<file path="src/rtl/led_cube_pkg.sv">
// Shared definitions for the LED cube scan scheduler: sync byte value and
// the state encodings of the receive and scan state machines.
package led_cube_pkg;

  localparam logic [7:0] SYNC_BYTE = 8'hA5;

  typedef enum logic [1:0] {
    RX_WAIT_SYNC = 2'd0,
    RX_LOAD      = 2'd1,
    RX_PENDING   = 2'd2
  } rx_state_t;

  typedef enum logic {
    SCAN_BLANK = 1'b0,
    SCAN_DRIVE = 1'b1
  } scan_state_t;

  // Number of bytes needed to carry one frame of the given bit count.
  function automatic int frame_bytes(input int bits);
    return (bits + 7) / 8;
  endfunction

endpackage

</file>
<file path="src/rtl/led_cube_layer_scan.sv">
// Layer multiplexer: walks the layers in order, inserting an all-off blank
// gap before each layer, and flags the end of the last layer so the frame
// buffer can be swapped without tearing.
module led_cube_layer_scan
  import led_cube_pkg::*;
#(
  parameter int LAYERS = 6,
  parameter int COLS   = 36,
  parameter int DWELL  = 20000,
  parameter int BLANK  = 50
) (
  input  logic                   clk,
  input  logic                   reset,
  input  logic                   enable,
  input  logic [LAYERS*COLS-1:0] front,
  output logic [COLS-1:0]        col,
  output logic [LAYERS-1:0]      layer,
  output logic                   swap_strobe
);

  localparam int IW   = (LAYERS > 1) ? $clog2(LAYERS) : 1;
  localparam int CMAX = (DWELL > BLANK) ? DWELL : BLANK;
  localparam int CW   = $clog2(CMAX + 1);

  localparam logic [IW-1:0] LAST_IDX  = IW'(LAYERS - 1);
  localparam logic [CW-1:0] DWELL_END = CW'(DWELL - 1);
  localparam logic [CW-1:0] BLANK_END = CW'(BLANK - 1);

  scan_state_t   state;
  logic [IW-1:0] idx;
  logic [CW-1:0] cnt;
  logic [COLS-1:0] row;

  // Column pattern of the layer currently selected by idx.
  always_comb begin
    row = '0;
    for (int l = 0; l < LAYERS; l++) begin
      if (idx == IW'(l)) row = front[l*COLS +: COLS];
    end
  end

  // High on the clock edge that ends the DRIVE phase of the last layer.
  assign swap_strobe = enable && (state == SCAN_DRIVE) &&
                       (cnt == DWELL_END) && (idx == LAST_IDX);

  // Scan FSM; col/layer are registered from the current state, so they
  // follow the state with one cycle of latency and are zero in every BLANK.
  always_ff @(posedge clk) begin
    if (reset || !enable) begin
      state <= SCAN_BLANK;
      idx   <= '0;
      cnt   <= '0;
      col   <= '0;
      layer <= '0;
    end else begin
      case (state)
        SCAN_BLANK: begin
          col   <= '0;
          layer <= '0;
          if (cnt == BLANK_END) begin
            state <= SCAN_DRIVE;
            cnt   <= '0;
          end else begin
            cnt <= cnt + 1'b1;
          end
        end
        SCAN_DRIVE: begin
          col   <= row;
          layer <= LAYERS'(1) << idx;
          if (cnt == DWELL_END) begin
            state <= SCAN_BLANK;
            cnt   <= '0;
            idx   <= (idx == LAST_IDX) ? '0 : idx + 1'b1;
          end else begin
            cnt <= cnt + 1'b1;
          end
        end
        default: begin
          state <= SCAN_BLANK;
          cnt   <= '0;
          idx   <= '0;
          col   <= '0;
          layer <= '0;
        end
      endcase
    end
  end

endmodule

</file>
<file path="src/rtl/led_cube_scan_sched.sv">
// LED cube scan scheduler: receives frames from a UART byte stream into a
// back buffer and displays the front buffer layer by layer. The buffers are
// swapped only at the end of a complete scan.
module led_cube_scan_sched
  import led_cube_pkg::*;
#(
  parameter int LAYERS = 6,
  parameter int COLS   = 36,
  parameter int DWELL  = 20000,
  parameter int BLANK  = 50
) (
  input  logic              clk,
  input  logic              reset,
  input  logic [7:0]        rx_data,
  input  logic              rx_valid,
  output logic              rx_ready,
  input  logic              enable,
  output logic [COLS-1:0]   col,
  output logic [LAYERS-1:0] layer,
  output logic [7:0]        frame_cnt,
  output logic              sync_err
);

  localparam int NBITS  = LAYERS * COLS;
  localparam int NBYTES = frame_bytes(NBITS);
  localparam int BW     = (NBYTES > 1) ? $clog2(NBYTES) : 1;
  localparam logic [BW-1:0] LAST_BYTE = BW'(NBYTES - 1);

  rx_state_t         rx_state;
  logic [BW-1:0]     byte_idx;
  logic [NBYTES*8-1:0] back;
  logic [NBITS-1:0]  front;
  logic              accept;
  logic              swap_strobe;
  logic              swap_now;

  // Byte handshake: a byte transfers on a rising edge where rx_valid and
  // rx_ready are both high; rx_ready drops only while a completed frame
  // waits for the swap, so the sender simply holds its byte until then.
  assign rx_ready = (rx_state != RX_PENDING);
  assign accept   = rx_valid && rx_ready;

  // A held scan (enable low) never reaches its swap point, so swap at once.
  assign swap_now = (rx_state == RX_PENDING) && (swap_strobe || !enable);

  // Receive FSM: sync hunt, payload load into back buffer, swap wait.
  always_ff @(posedge clk) begin
    if (reset) begin
      rx_state  <= RX_WAIT_SYNC;
      byte_idx  <= '0;
      back      <= '0;
      front     <= '0;
      frame_cnt <= '0;
      sync_err  <= 1'b0;
    end else begin
      sync_err <= 1'b0;
      case (rx_state)
        RX_WAIT_SYNC: begin
          if (accept) begin
            if (rx_data == SYNC_BYTE) begin
              rx_state <= RX_LOAD;
              byte_idx <= '0;
            end else begin
              sync_err <= 1'b1;
            end
          end
        end
        RX_LOAD: begin
          if (accept) begin
            back[{byte_idx, 3'b000} +: 8] <= rx_data;
            if (byte_idx == LAST_BYTE) begin
              rx_state  <= RX_PENDING;
              frame_cnt <= frame_cnt + 8'd1;
            end else begin
              byte_idx <= byte_idx + 1'b1;
            end
          end
        end
        RX_PENDING: begin
          if (swap_now) begin
            front    <= back[NBITS-1:0];
            rx_state <= RX_WAIT_SYNC;
          end
        end
        default: rx_state <= RX_WAIT_SYNC;
      endcase
    end
  end

  led_cube_layer_scan #(
    .LAYERS(LAYERS),
    .COLS  (COLS),
    .DWELL (DWELL),
    .BLANK (BLANK)
  ) u_scan (
    .clk        (clk),
    .reset      (reset),
    .enable     (enable),
    .front      (front),
    .col        (col),
    .layer      (layer),
    .swap_strobe(swap_strobe)
  );

endmodule

</file>
<file path="config.mk">
export PLATFORM = sky130hd
export DESIGN_NAME = led_cube_scan_sched
export DESIGN_NICKNAME = d
export VERILOG_FILES = /design/src/rtl/led_cube_pkg.sv /design/src/rtl/led_cube_layer_scan.sv /design/src/rtl/led_cube_scan_sched.sv
export SDC_FILE = /design/constraint.sdc
export NUM_CORES = 1
export LEC_CHECK = 0
export CAP_MARGIN = 10
export CELL_PAD_IN_SITES_DETAIL_PLACEMENT = 0
export CELL_PAD_IN_SITES_GLOBAL_PLACEMENT = 2
export CORE_MARGIN = 2
export CORE_UTILIZATION = 35
export DETAILED_ROUTE_END_ITERATION = 10
export GPL_ROUTABILITY_DRIVEN = 0
export PLACE_DENSITY = 0.77
export SLEW_MARGIN = 20
export SYNTH_ARGS = -nofsm -noshare
export SYNTH_HDL_FRONTEND = slang
export SYNTH_HIERARCHICAL = 1
export SYNTH_SLANG_ARGS = --single-unit
export TNS_END_PERCENT = 20
</file>
<file path="constraint.sdc">
create_clock -name clk -period 7.5 [get_ports clk]
set_clock_uncertainty 0.1 [all_clocks]
set_input_delay 0.75 -clock clk [delete_from_list [all_inputs] [get_ports clk]]
set_output_delay 0.75 -clock clk [all_outputs]
set_load 0.01 [all_outputs]
</file>
==> impl_metrics.json, run 1 <==
{
  "nFillCells": 5792,
  "dr_total_vias": 16800,
  "core-area_um2": 57600,
  "antenna_found_initial": 1,
  "cts.sinks": 509,
  "relSlewSlack_pct": 23.8,
  "regArea_um2": 10200,
  "cts_root_buf": "clkbuf_16",
  "cts_hold_buf": 0,
  "numCtsBuffers": 56,
  "dpl.cell_count": 3055,
  "required_ns": 7.92,
  "cts.path.max_buffers": 3,
  "tritoncts": "yes",
  "power_w": 0.00555,
  "syn_to_final_growth_pct": 14.7,
  "yosys.area_share.simple_pct": 22.0,
  "max-vdd-ir-drop_v": 0.000168,
  "finalSetupViolCount": 0,
  "via_per_inst": 5.32,
  "placed_area_um2": 21500,
  "dp_hpwl_um": 43500,
  "synthAdderAreaFrac_pct": 0.615,
  "synth_enable_flop_cells": 0,
  "port_buffers": 63,
  "synth_compound_area_share_pct": 12.2,
  "grt_pass1_wl_um": 105000,
  "ys_ff_latch": 509,
  "clock.fmax_mhz": 240,
  "die_x_um": 245,
  "cts_resized": 0,
  "grt_max_degree": 214,
  "path_max_fanout": 72,
  "drive_gt1_share_pct": 8.08,
  "slowest_stage": "buf_4",
  "p_leak_nw": 7.61,
  "ant_nets": 0,
  "endpoint_kind": "flip-flop",
  "rsz0062_at_grt": "no",
  "synth_area_leaders": "dfxtp_1 (50%), nand2_1 (13%), mux2i_1 (9.8%)",
  "startpoint_type": "flip-flop",
  "hold_path.class": "flip-flop to flip-flop",
  "post-cts-setup-buffers": 0,
  "synthTopCellsByCount": "nand2_1 (695), dfxtp_1 (509), a21oi_1 (287), mux2i_1 (200), clkbuf_1 (135)",
  "ios": 64,
  "grt_pass1_vias": 16000,
  "cp_common_cell": "buf_4",
  "yosysMostFrequentCell": "nand2_1",
  "final_hold_viol_count": 0,
  "critPathArrivalTime_ns": 4.58,
  "synth_xor_area_share_pct": 1.24,
  "initial_utilization_pct": 35.3,
  "path_clk_slew_ns": 0.06,
  "clock_latency_ns": 0.61,
  "pwr_density_cell_nw_per_um2": 238,
  "drt_iter0_markers": 1220,
  "period_minus_slack_ns": 4.16,
  "post-route-period-util_pct": 55.5,
  "syn_inst": 2378,
  "stdcell_count": 3155,
  "crit_path_max_incr_delay_ns": 0.80,
  "synth_nets": 2400,
  "rows": 88,
  "tightest_slew_ns": 1.14,
  "drc": 0,
  "netlist.area_leader.share_pct": 50.1,
  "status": "complete, no violations",
  "dieHeight_um": 245,
  "worstSetupPathType": "flip-flop to flip-flop",
  "syn_area_um2": 20400,
  "holdWs_ns": 0.339,
  "fin_area_um2": 23300,
  "synthDistinctLibCells": 75,
  "ctsHtreeMaxLevel": 2,
  "yosysWarnings": 6,
  "tns_ns": 0,
  "final_nets": 2370,
  "synth-async-reset-ratio_pct": 0,
  "cap_violations": 0,
  "slew_violations": 0,
  "grt.overflow.total": 0,
  "grt_usage_pct": 23.2,
  "synth.area.mux_share_pct": 9.84,
  "synth-seq-area-share_pct": 50.1,
  "die_area_um2": 60100,
  "first_pass_iters": 5,
  "wl_per_cell_um": 22.2,
  "synth_top_family_by_area": "simple AND/OR/NAND/NOR gates",
  "syn_area_per_cell_um2": 8.56,
  "totalWireLength_um": 70000,
  "multi_input_area_um2": 9410,
  "cp_cell_sequence": "ha_1, nand3_1, nor4_4, and4_2, nor2b_1, nor2_4, buf_4, buf_4, nand2_1, a21oi_1",
  "synth_top_cell_by_area": "dfxtp_1",
  "synth-main-ff-cell": "dfxtp_1"
}
## final timing paths
| path | startpoint | cells past startpoint | slack, ns | to |
|---|---|---|---|---|
| setup reg to reg | u_scan/cnt[0] | 10 | 3.34 | front[211] |
| setup / recovery | u_scan/cnt[0] | 10 | 3.34 | front[211] |
| hold / removal | back[179] | 2 | 0.34 | front[179] |
| hold reg to reg | back[179] | 2 | 0.34 | front[179] |
## worst max-delay path: cells and delay by family, from the launching register on
kind                     cells  cell delay [ns]
AO/OA/AOI/OAI                1             0.15
AND/OR/NAND/NOR              6             1.62
buffers and inverters        2             1.46
flip-flops                   1             0.39
adder cells (fa/ha/maj)      1             0.22
## report_power, final
part,leakage [nW],switching (W),internal (W)
registers,4.10,0.000000775,0.00270
clock network,0.903,0.00113,0.00162
logic,2.60,0.0000827,0.0000138
total,7.61,0.00121,0.00434
## cell families after synthesis
kind of cell,Yosys count
AND/OR/NAND/NOR,1015
flip-flops,509
AO/OA/AOI/OAI,422
multiplexers,200
buffers and inverters,195
XOR/XNOR,27
adder cells (fa/ha/maj),10
## per-layer routing
metal / track usage [%] / vias up / wire length, µm
met1: 32.6 / 8162 / 32700
li1: - / 8027 / -
met4: 7.73 / 2 / 2090
met5: 0 / - / 15
met2: 35.9 / 476 / 31100
met3: 3.99 / 113 / 4080
## sequential cells by signal, summed over array words and instances, names as in the netlist
| register | cells |
|---|---|
| back | 216 |
| rx_state | 2 |
| u_scan/col | 36 |
| u_scan/idx | 3 |
| u_scan/layer | 6 |
| frame_cnt | 8 |
| byte_idx | 5 |
| front | 216 |
| sync_err | 1 |
| u_scan/state | 1 |
| u_scan/cnt | 15 |
## per-stage QoR
| step | worst slack, ns | utilization (%) |
|---|---|---|
| after floorplan | 4.69 | - |
| after global placement | 3.53 | 37.4 |
| after detailed placement | 3.40 | 37.4 |
| after CTS | 3.38 | 40.5 |
| after global routing | 3.08 | 40.5 |
| final | 3.34 | 40.5 |
## cell usage in the layout, fill, tap and decap left out, types with 15 or more instances in the layout
cell type	instances
nor2_1	80
dfxtp_1	507
xnor2_1	17
nand4_1	27
a21oi_1	286
nand3_1	86
clkbuf_16	57
o21ai_0	46
mux2i_1	200
nor3_1	19
clkdlybuf4s50_1	60
nor2b_1	18
nor4_1	15
clkbuf_1	15
nand2_1	695
buf_4	32
clkbuf_8	17
a221o_1	24
## layout make-up
cell class              instances  area share [%]
clock buffers                  89            7.36
multi-input cells            1674            40.3
clock inverters                10           0.461
inverters                      10           0.182
repair buffers                 97            3.88
flip-flops and latches        509            43.7
well taps                     765            4.10
diodes                          1          0.0107
Note: power is estimated with default switching activity, not from simulation.
==> inputs of run 2 (changes only) <==
Settings changed: CORE_UTILIZATION 35 to 34, PLACE_DENSITY 0.77 to 0.78.
Clock period 7.5 ns to 3.64 ns, I/O delays scaled along.
==> run 2 against run 1 <==
- the flow now finishes with violations (DRC)
- die area up 2.9%
- count of clock-buffer cells in the layout up 1
- total power up 110%
- non-clock buffer count up 26
- fmax up 28%
- sequential share of layout area down 0.49 points
- final cell count up 1.1%
- setup slack worse by 2.9 ns
- sequential cell count unchanged
==> impl_metrics.json, run 2 (same netlist as run 1, synthesis figures left out) <==
{
  "placed_area_um2": 21800,
  "hold_start": "reset",
  "dieHeight_um": 249,
  "status": "complete, but fails checks",
  "r2r_end": "back[209]",
  "post-route-period-util_pct": 89.1,
  "cts.sinks": 509,
  "grtUsageMet3_pct": 3.20,
  "final_cell_mix": "nand2_1 (695), dfxtp_1 (507), a21oi_1 (287)",
  "clock.fmax_mhz": 308,
  "tightest_slew_ns": 1.17,
  "drive_gt1_share_pct": 8.69,
  "slew_violations": 0,
  "cp_cell_sequence": "inv_1, ha_1, nor3b_4, xor2_2, nand3_1, or3b_1, mux2i_1",
  "crit_path_max_incr_delay_ns": 0.70,
  "grt_use_met2_pct": 34.6,
  "grt_pass1_wl_um": 106000,
  "tns_ns": 0,
  "ios": 64,
  "startpoint_type": "flip-flop",
  "grt.overflow.total": 0,
  "required_ns": 4.01,
  "slowest_stage": "xor2_2",
  "grt_use_met1_pct": 31.9,
  "antenna_cells": 0,
  "largestRegisters": "back x216, front x216, u_scan/col x36",
  "grt_busiest_layer": "met2",
  "path_clk_slew_ns": 0.06,
  "worst-r2r-cell-count": 7,
  "period_minus_slack_ns": 3.24,
  "final_hold_viol_count": 0,
  "rsz0062_at_grt": "no",
  "ctsHtreeMaxLevel": 2,
  "tritoncts": "yes",
  "p_leak_nw": 7.75,
  "via_per_inst": 5.28,
  "hold_path.class": "input pin to flip-flop",
  "wl_per_cell_um": 22.0,
  "grt_pass1_vias": 16300,
  "rrSetupSlack_ns": 0.40,
  "finalSetupViolCount": 0,
  "cts_hold_buf": 0,
  "antenna_found_initial": 1,
  "violations": "DRC",
  "fin_util_pct": 39.9,
  "reg2reg_from": "byte_idx[1]",
  "endpoint_kind": "flip-flop",
  "path_max_fanout": 13,
  "final_nets": 2395,
  "layout_commonest_cell": "nand2_1",
  "cts_root_buf": "clkbuf_16",
  "drc": 7,
  "relSlewSlack_pct": 22.3,
  "grt_max_degree": 163,
  "ant_nets": 0,
  "cts_resized": 0,
  "die_x_um": 249,
  "drt_iter0_markers": 1457,
  "fin_ws_ns": 0.398,
  "dr_total_vias": 16800,
  "max-vdd-ir-drop_v": 0.000378,
  "initial_utilization_pct": 34.4,
  "whs_endpoint": "back[125]",
  "post-cts-setup-buffers": 0,
  "critPathArrivalTime_ns": 3.61,
  "fin_area_um2": 23600,
  "rows": 89,
  "core-area_um2": 59100,
  "cts.path.max_buffers": 3,
  "clock_latency_ns": 0.61,
  "hold_depth": 2,
  "detailedPlace.worstSlack_ns": 0.410,
  "first_pass_iters": 8,
  "worstSetupPathType": "flip-flop to flip-flop",
  "numCtsBuffers": 55,
  "cap_violations": 0,
  "grt_usage_pct": 22.3,
  "die_area_um2": 61800,
  "pwr_density_cell_nw_per_um2": 484,
  "syn_to_final_growth_pct": 16.0,
  "totalWireLength_um": 70100,
  "dp_hpwl_um": 45900,
  "port_buffers": 63
}
## run 2: area by class of cell
cell class                      count  area [µm²]
Fill cell                        5948       35500
Multi-Input combinational cell   1674        9400
Clock buffer                       90        1670
Clock inverter                     10         140
Tap cell                          773         967
Sequential cell                   509       10200
Inverter                           10        40.0
Timing Repair Buffer              123        1200
## run 2: where the power goes
part	total [W]	switching, W	internal [W]
registers	0.00557	0.00000148	0.00557
clock network	0.00564	0.00231	0.00333
logic	0.000210	0.000174	0.0000358
total	0.0114	0.00248	0.00894
## run 2: worst max-delay path by stage
stage                        startpoint          to  slack, ns  cells after the start
after floorplan           u_scan/cnt[0]  front[175]       0.83                     10
after global placement      byte_idx[1]   back[210]       0.46                      7
after detailed placement    byte_idx[1]   back[212]       0.41                      7
after CTS                   byte_idx[1]   back[212]       0.41                      7
after global routing        byte_idx[1]   back[214]       0.21                      7
final                       byte_idx[1]   back[209]       0.40                      7
## run 2: per-layer routing
layer  routed length (µm)  vias up
met1                33800     8229
met4                 1970        0
met5                    0        -
li1                     -     8049
met3                 3610      108
met2                30700      460
## run 2: metrics by stage
step	instances	hold WS [ns]	total power, W
floorplan	2378	0.325	0.00580
global placement	3089	0.336	0.00590
detailed placement	3089	0.341	0.00591
CTS	3189	0.102	0.0115
global route	3189	0.138	0.0118
finish	3189	0.120	0.0114
## run 2: critical path, delay by kind of cell, from the launching register on
family	cells	cell delay, ns
mux	1	0.21
flops	1	0.58
simple gates	3	1.08
fa+ha+maj	1	0.29
buf+inv	1	0.15
xor+xnor	1	0.70
==> inputs of run 3 (changes only) <==
Clock period 3.64 ns to 2.8 ns, I/O delays scaled along.
==> run 3 against run 2 <==
- the run still ends with DRC left
- count of clock-buffer cells in the layout down 17
- register-to-register slack worse by 0.23 ns
- final cell count up 1.6%
- global-route usage down 0.15 points
- sequential power up 30%
- clock power up 47%
- critical endpoint is now front[213]
==> impl_metrics.json, run 3 (same netlist as run 1, synthesis figures left out) <==
{
  "status": "complete, but fails checks",
  "violations": "DRC",
  "cts.sinks": 509,
  "endpoint_kind": "flip-flop",
  "ctsHtreeMaxLevel": 2,
  "layout_commonest_cell": "nand2_1",
  "fin_ws_ns": 0.173,
  "finalSetupViolCount": 0,
  "dieHeight_um": 249,
  "die_x_um": 249,
  "critPathBufInv": 2,
  "crit_family": "simple AND/OR/NAND/NOR gates",
  "detailedPlace.worstSlack_ns": 0.0882,
  "final_nets": 2438,
  "wl_per_cell_um": 21.7,
  "slowest_stage": "or4_4",
  "grt_usage_pct": 22.2,
  "dpl.cell_count": 3129,
  "die_area_um2": 61800,
  "final_hold_viol_count": 0,
  "max-vdd-ir-drop_v": 0.000443,
  "cts_root_buf": "clkbuf_16",
  "startpoint_type": "flip-flop",
  "tns_ns": 0,
  "stdcell_count": 3239,
  "post-cts-setup-buffers": 0,
  "worstSetupPathType": "flip-flop to flip-flop",
  "tightest_slew_ns": 1.26,
  "grt_pass1_wl_um": 104000,
  "antenna_found_initial": 7,
  "port_buffers": 63,
  "cts.path.max_buffers": 3,
  "initial_utilization_pct": 34.4,
  "grt.overflow.total": 0,
  "rsz0062_at_grt": "no",
  "clock_latency_ns": 0.62,
  "required_ns": 3.23,
  "final_cell_mix": "nand2_1 (695), dfxtp_1 (507), a21oi_1 (287)",
  "dp_hpwl_um": 46900,
  "critPathArrivalTime_ns": 3.06,
  "drt_iter0_markers": 1465,
  "ant_nets": 0,
  "tritoncts": "yes",
  "crit_path_max_incr_delay_ns": 0.57,
  "ios": 64,
  "slew_violations": 0,
  "dr_total_vias": 17100,
  "p_leak_nw": 8.14,
  "drc": 16,
  "first_pass_iters": 8,
  "core-area_um2": 59100,
  "pwr_density_cell_nw_per_um2": 649,
  "via_per_inst": 5.26,
  "period_minus_slack_ns": 2.63,
  "largestRegisters": "back x216, front x216, u_scan/col x36",
  "rows": 89,
  "post-route-period-util_pct": 93.8,
  "grt_pass1_vias": 16200,
  "cp_cell_sequence": "or4_4, nor4_4, and4_2, nor2b_2, nor2_4, buf_12, buf_12, nand2_1, a21oi_1",
  "relSlewSlack_pct": 15.9,
  "numCtsBuffers": 57,
  "grt_max_degree": 186,
  "path_max_fanout": 39,
  "path_clk_slew_ns": 0.07,
  "drive_gt1_share_pct": 11.1,
  "totalWireLength_um": 70200,
  "cp_common_cell": "buf_12",
  "cap_violations": 0,
  "syn_to_final_growth_pct": 19.7,
  "clock.fmax_mhz": 381,
  "hold_path.class": "flip-flop to flip-flop"
}
[run 3: cell count changes in the layout (fill, tap and decap cells not counted), sizes merged]
cell and delta:
buf +40, clkbuf -17, clkinv +10, bufinv +8
clkinvlp +6, diode +1, dlygate4sd3 +1, inv +1
[run 3: final cells by class]
type                       instances  area (µm²)
multi-input combinational       1674        9400
sequential                       509       10200
inverter                          10        40.0
clock inverter                    35         477
fill                            5906       34800
tap                              773         967
antenna                            1        2.50
clock buffer                      73        1620
timing repair buffer             164        1670
[run 3: path summary, 6_finish.rpt]
path                                     from  slack [ns]         end  cells after the start
worst max-delay path            u_scan/cnt[7]        0.17  front[213]                      9
worst min register to register       back[43]        0.35   front[43]                      2
worst max register to register  u_scan/cnt[7]        0.17  front[213]                      9
worst min-delay path                 back[43]        0.35   front[43]                      2
[run 3: timing repair]
action | 4_1_cts | 5_1_grt
gates resized for setup | 0 | 1
hold endpoints to repair | 48 | 0
endpoints found under the setup margin | 0 | 146
hold buffers | 1 | 0
[run 3: metal layers]
layer	share of wire [%]	up-vias	track usage [%]	routed length, µm
met3	6.0	108	3.22	4220
met1	47	8278	31.7	32900
met4	2.9	0	7.03	2000
met5	0	-	0	0
li1	-	8148	-	-
met2	44	518	34.4	31100
[run 3: worst min-delay path, cell delays in order (launching register included)]
cell,delay [ns]
dfxtp_1,0.31
nand2_1,0.05
a21oi_1,0.05
[run 3: report_power, final]
part | switching, W | internal, W | total, W | leakage (nW)
logic | 0.000223 | 0.0000505 | 0.000274 | 3.01
clock network | 0.00319 | 0.00510 | 0.00829 | 1.03
registers | 0.00000188 | 0.00724 | 0.00724 | 4.10
total | 0.00342 | 0.0124 | 0.0158 | 8.14
[run 3: metrics by stage]
step | total power (W) | util [%] | cell area, µm² | hold slack, ns
2_1_floorplan | 0.00754 | - | 20400 | 0.325
6_report | 0.0158 | 41.2 | 24400 | 0.345
4_1_cts | 0.0160 | 41.2 | 24400 | 0.343
5_1_grt | 0.0163 | 41.2 | 24400 | 0.350
3_5_place_dp | 0.00768 | 37.6 | 22300 | 0.343
3_3_place_gp | 0.00768 | 37.6 | 22300 | 0.334
